`src/rtl/name_scroller.sv`:
```
// rtl/name_scroller.sv - scrolling message source for the 8-digit seven-segment path
//
// Purpose:
//   Holds a writable MSG_LEN-entry buffer of 5-bit character codes. It advances a
//   scroll window by one character every STEP_DIV clocks while enabled. It also
//   returns the registered code for the digit picked by the anode counter.
//
// Build option:
//   SCROLL_PAUSE_EN - when defined, adds a PAUSE state that dwells PAUSE_STEPS
//                     steps at offset 0 after each wrap. When undefined, the
//                     scroll wraps straight to 0 and keeps going.
//
// Ports:
//   clk        in   system clock
//   reset      in   asynchronous active-low reset
//   enable     in   scroll enable, level-sensitive
//   wr_en      in   message write strobe, one word per cycle
//   wr_addr    in   [4:0] message write index (>= MSG_LEN ignored)
//   wr_data    in   [4:0] character code to write
//   digit_sel  in   [2:0] digit index from the anode counter, 0 = rightmost
//   char_code  out  [4:0] registered code for the selected digit, 5'h1F = blank
//   offset     out  [4:0] current scroll offset, 0..MSG_LEN-1
//   wrap       out  one-cycle pulse when offset wraps to 0
module name_scroller #(
  parameter int MSG_LEN     = 16,
  parameter int STEP_DIV    = 25_000_000,
  parameter int PAUSE_STEPS = 4
) (
  input  logic       clk,
  input  logic       reset,
  input  logic       enable,
  input  logic       wr_en,
  input  logic [4:0] wr_addr,
  input  logic [4:0] wr_data,
  input  logic [2:0] digit_sel,
  output logic [4:0] char_code,
  output logic [4:0] offset,
  output logic       wrap
);

  localparam int            CW        = (STEP_DIV > 1) ? $clog2(STEP_DIV) : 1;
  localparam logic [CW-1:0] STEP_LAST = CW'(STEP_DIV - 1);
  localparam logic [4:0]    OFF_LAST  = 5'(MSG_LEN - 1);
  localparam logic [5:0]    LEN6      = 6'(MSG_LEN);
  localparam logic [4:0]    BLANK     = 5'h1F;

`ifdef SCROLL_PAUSE_EN
  localparam int            PW         = (PAUSE_STEPS > 1) ? $clog2(PAUSE_STEPS) : 1;
  localparam logic [PW-1:0] PAUSE_LAST = PW'(PAUSE_STEPS - 1);
  typedef enum logic [1:0] {IDLE, SCROLL, PAUSE} state_t;
  logic [PW-1:0] pause_cnt;
`else
  typedef enum logic {IDLE, SCROLL} state_t;
`endif

  state_t        state;
  logic [CW-1:0] step_cnt;
  logic          step;
  logic [4:0]    mem [MSG_LEN];
  logic [5:0]    sum;
  logic [5:0]    rd_idx;
  logic [4:0]    rd_data;

  // The counter is held at 0 in IDLE, and STEP_DIV >= 2, so the state gate
  // only guards against a counter that has not yet been cleared.
  assign step = (state != IDLE) && (step_cnt == STEP_LAST);

  // The offset is always below MSG_LEN and digit_sel is at most 7, so a single
  // conditional subtract is enough to fold the sum back into range.
  always_comb begin
    sum     = {1'b0, offset} + {3'b000, digit_sel};
    rd_idx  = (sum >= LEN6) ? (sum - LEN6) : sum;
    rd_data = BLANK;
    for (int i = 0; i < MSG_LEN; i++) begin
      if (rd_idx == 6'(i)) rd_data = mem[i];
    end
  end

  // Buffer and read register. A same-index write and read on one edge return
  // the old code, because both sides sample the pre-edge contents.
  always_ff @(posedge clk or negedge reset) begin
    if (!reset) begin
      for (int i = 0; i < MSG_LEN; i++) mem[i] <= BLANK;
      char_code <= BLANK;
    end else begin
      for (int i = 0; i < MSG_LEN; i++) begin
        if (wr_en && (wr_addr == 5'(i))) mem[i] <= wr_data;
      end
      char_code <= rd_data;
    end
  end

  // Scroll FSM. A low enable wins over a coincident step, and the offset is held.
  always_ff @(posedge clk or negedge reset) begin
    if (!reset) begin
      state    <= IDLE;
      offset   <= 5'd0;
      wrap     <= 1'b0;
      step_cnt <= '0;
`ifdef SCROLL_PAUSE_EN
      pause_cnt <= '0;
`endif
    end else begin
      wrap <= 1'b0;
      case (state)
        IDLE: begin
          step_cnt <= '0;
          if (enable) state <= SCROLL;
        end

        SCROLL: begin
          if (!enable) begin
            state    <= IDLE;
            step_cnt <= '0;
`ifdef SCROLL_PAUSE_EN
            pause_cnt <= '0;
`endif
          end else begin
            step_cnt <= step ? '0 : step_cnt + CW'(1);
            if (step) begin
              if (offset == OFF_LAST) begin
                offset <= 5'd0;
                wrap   <= 1'b1;
`ifdef SCROLL_PAUSE_EN
                state  <= PAUSE;
`endif
              end else begin
                offset <= offset + 5'd1;
              end
            end
          end
        end

`ifdef SCROLL_PAUSE_EN
        PAUSE: begin
          if (!enable) begin
            state     <= IDLE;
            step_cnt  <= '0;
            pause_cnt <= '0;
          end else begin
            step_cnt <= step ? '0 : step_cnt + CW'(1);
            if (step) begin
              if (pause_cnt == PAUSE_LAST) begin
                pause_cnt <= '0;
                state     <= SCROLL;
              end else begin
                pause_cnt <= pause_cnt + PW'(1);
              end
            end
          end
        end
`endif

        default: begin
          state    <= IDLE;
          step_cnt <= '0;
        end
      endcase
    end
  end

endmodule

```
`config.mk`:
```
export PLATFORM = sky130hd
export DESIGN_NAME = name_scroller
export DESIGN_NICKNAME = d
export VERILOG_FILES = /design/src/rtl/name_scroller.sv
export SDC_FILE = /design/constraint.sdc
export NUM_CORES = 1
export LEC_CHECK = 0
export BUFFER_PORTS_ARGS = -buffer_cell sky130_fd_sc_hd__buf_2
export CELL_PAD_IN_SITES_DETAIL_PLACEMENT = 0
export CELL_PAD_IN_SITES_GLOBAL_PLACEMENT = 2
export CORE_ASPECT_RATIO = 1.75
export CORE_MARGIN = 2
export CORE_UTILIZATION = 46
export CTS_CLUSTER_SIZE = 28
export DETAILED_ROUTE_END_ITERATION = 10
export PLACE_DENSITY_LB_ADDON = 0.2
export SETUP_SLACK_MARGIN = 0.1
export SYNTH_ARGS = -nofsm -noshare
export SYNTH_HDL_FRONTEND = slang
export SYNTH_SLANG_ARGS = --single-unit
```
`constraint.sdc`:
```
create_clock -name clk -period 8.2 [get_ports clk]
set_input_delay 2.46 -clock clk [delete_from_list [all_inputs] [get_ports clk]]
set_output_delay 2.46 -clock clk [all_outputs]
set_load 0.02 [all_outputs]
```
==> key figures <==
Power
  – Overall power: 1.723 mW
  – VDD IR max: 150.2 uV
  – Power per standard cell area: 254.1 nW/um2
  – Leak: 2.765 nW

Yosys
  – Ys flop type: dfstp_2
  – Area share of fa/ha/maj cells after synthesis: 0.01834
  – Synth Area in XOR/XNOR: 0.04031
  – Synth Cell Area: 5867 um2
  – Distinct cells, synth: 55
  – Post-synth ARST share: 1.000
  – Synth Area in Compound Gates: 0.05566
  – EDFF count, synth: 0
  – Cells after synthesis: 477
  – Total of warnings raised by yosys: 0
  – Most area-consuming cells after synthesis: dfstp_2 (38%), mux2_2 (16%), dfrtp_1 (14%)
  – Largest family of logic cells by synthesized area: multiplexers
  – Post-synth net total: 502
  – Cell type with the largest total area after synthesis: dfstp_2
  – Mux contribution to synthesized area: 0.2229
  – Syn Area/Cell: 12.30 um2
  – Simple-gate share of the synthesized area: 0.1252
  – Sequential fraction of the synthesis area: 0.5172
  – FF+latch count, synth: 117
  – Post-synth top area share: 0.3807

Clock network
  – Postcts setup bufs: 0
  – Reg clk slew, reported paths: 0.05 ns
  – Clock latency on the worst-skew pair: 0.41 ns
  – CTS tree: yes
  – Htree depth: 4
  – Post_cts resized: 0
  – Clock buffer depth: 2
  – Hold Buf Count CTS: 0
  – Clock buffer count from CTS: 17
  – Clock Sinks: 117
  – Root Driver: clkbuf_16

STA
  – FMAX: 0.2142 GHz
  – Hold Slack: 0.5136 ns
  – Setup Skew: 0.008929 ns
  – Slew Viols, Final: 0
  – Setup TNS: 0 ns
  – Fin crit period: 4.668 ns
  – Slew @ Worst Pin: 0.9689 ns
  – RSZ-0062 raised after global routing: false
  – Final worst slack: 3.532 ns
  – Final-report hold violation count: 0
  – Tcrit/Tclk final: 0.5693
  – Final setup violation count: 0
  – Slew HR: 0.3541

Setup path
  – Cell family with most CP delay: adder cells
  – Worst setup SP type: input pin
  – Critical path data arrival time: 5.01 ns
  – CP Launch Point: digit_sel[0]
  – CP required: 8.55 ns
  – CP endpoint kind: flip-flop
  – Crit-path max cell delay: 0.49 ns
  – FF-to-FF setup slack: 5.17 ns
  – Critical path's slowest cell: fa_1
  – Worst r2r src: offset[0]
  – Buffers and inverters on the worst path: 1
  – Max Fanout on Critical Path: 6
  – CP Class: in2reg
  – CP dominant cell by count: ha_1
  – CP cell instances: buf_2 -> ha_1 -> fa_1 -> and3_1 -> o22a_2 -> ha_1 -> nor2b_1 -> mux2_2 -> and2_4 -> a32oi_1 -> o32a_1

Placement
  – Placed Cells: 657
  – Port bufs: 27
  – Pre-CTS WS: 3.122 ns
  – Weighted congestion at the end of routability-driven global placement: 0.8354
  – DP Wirelength: 8971 um
  – Placed cell area: 6162 um2

Global route
  – First-pass GRT wire length: 21070 um
  – Largest net degree at the start of global routing: 80
  – Vias in the first global route: 4017
  – Initial antenna violation count: 0
  – Grt ovf: 0
  – GRT Util Overall: 0.2090

Drt
  – WL/cell: 19.11 um
  – Final WL: 13170 um
  – Via/cell ratio: 5.518
  – Antenna viol nets, final: 0
  – Via count: 3802
  – Drt pass-1 iters: 4
  – DRC: 0
  – Iter 0 DRT Violations: 102

Hold path
  – Worst Hold Class: reg2reg
  – Hold wc startpoint: step_cnt[0]

Cells and area
  – Fill cell total of the finished layout: 1133
  – Fin area: 6780 um2
  – Area of the multi-input gates: 2713 um2
  – Finished Layout Cells: 689
  – Layout Nets: 533
  – Area grow syn2layout: 15.57%
  – FF/Latch Area: 3034 um2
  – Post-layout util: 0.5454
  – Commonest cells after routing, fill and taps aside: dfstp_2 (85), mux2_2 (83), nand2_1 (42), nor2_1 (39), dfrtp_1 (32)
  – Antenna diodes: 0
  – Most common cell after layout, fill and taps aside: dfstp_2
  – Share of cells above drive strength 1: 0.4990

Run
  – Max-capacitance violation count: 0

Floorplan
  – Die width: 89.37 um
  – Die ar.: 13710 um2
  – Die height: 153.4 um
  – FP Rows: 54
  – Core area: 12430 um2
  – Ports: 28
  – Initial core utilization: 0.4719

Outcome
  – Status: completed
[sequential cells by signal (all words and copies together) (netlist names)]
name,count
mem,80
step_cnt,25
char_code,5
offset,5
state,1
wrap,1
[area by class of cell]
class,instances,share of cell area
tap,168,0.03100
sequential,117,0.4475
timing repair buffer,33,0.02694
inverter,6,0.003322
clock buffer,18,0.06477
clock inverter,14,0.02639
multi-input combinational,333,0.4001
[synthesized netlist by cell type, types with 3 or more instances]
cell	n
mux2i_1	8
a211oi_1	3
dfrtp_1	32
nand2_1	42
nor4_1	5
a21oi_1	9
nor2_1	39
a32oi_1	3
nor3_1	9
nor2b_1	8
mux2_2	83
o21ai_0	6
nand2b_1	4
buf_2	9
nand4_1	10
xor2_1	16
a31oi_1	4
clkbuf_1	10
mux4_2	13
a21o_1	4
dfstp_2	85
or2_2	3
inv_1	4
xnor2_1	11
nand3_1	13
ha_1	7
and3_1	4
[metal layers]
| layer | vias up | routed length, um | GRT usage |
|---|---|---|---|
| li1 | 1796 | - | - |
| met2 | 41 | 7514 | 0.3845 |
| met1 | 1946 | 5079 | 0.2193 |
| met4 | 0 | 279 | 0.07463 |
| met5 | - | 0 | 0 |
| met3 | 19 | 293 | 0.05562 |
[power breakdown]
group | internal (mW) | switching [mW]
Sequential | 0.721 | 0.0410
Clock | 0.488 | 0.272
Combinational | 0.106 | 0.0940
Total | 1.32 | 0.407
[final timing paths]
check | depth (start not counted) | end
max | 11 | char_code[0]
min | 1 | step_cnt[0]
max reg2reg | 10 | char_code[0]
min reg2reg | 1 | step_cnt[0]
max in group asynchronous | 2 | offset[2]
min in group asynchronous | 1 | step_cnt[2]
[cells by family after synthesis]
| logic type | count (synthesis) |
|---|---|
| DFF | 117 |
| AOI/OAI and AO/OA | 46 |
| xor gates and xnor gates | 27 |
| adders and majority gates | 8 |
| buffers and inverters | 27 |
| and+or+nand+nor | 148 |
| muxes | 104 |
No activity file was read; power rests on OpenSTA's default activity.
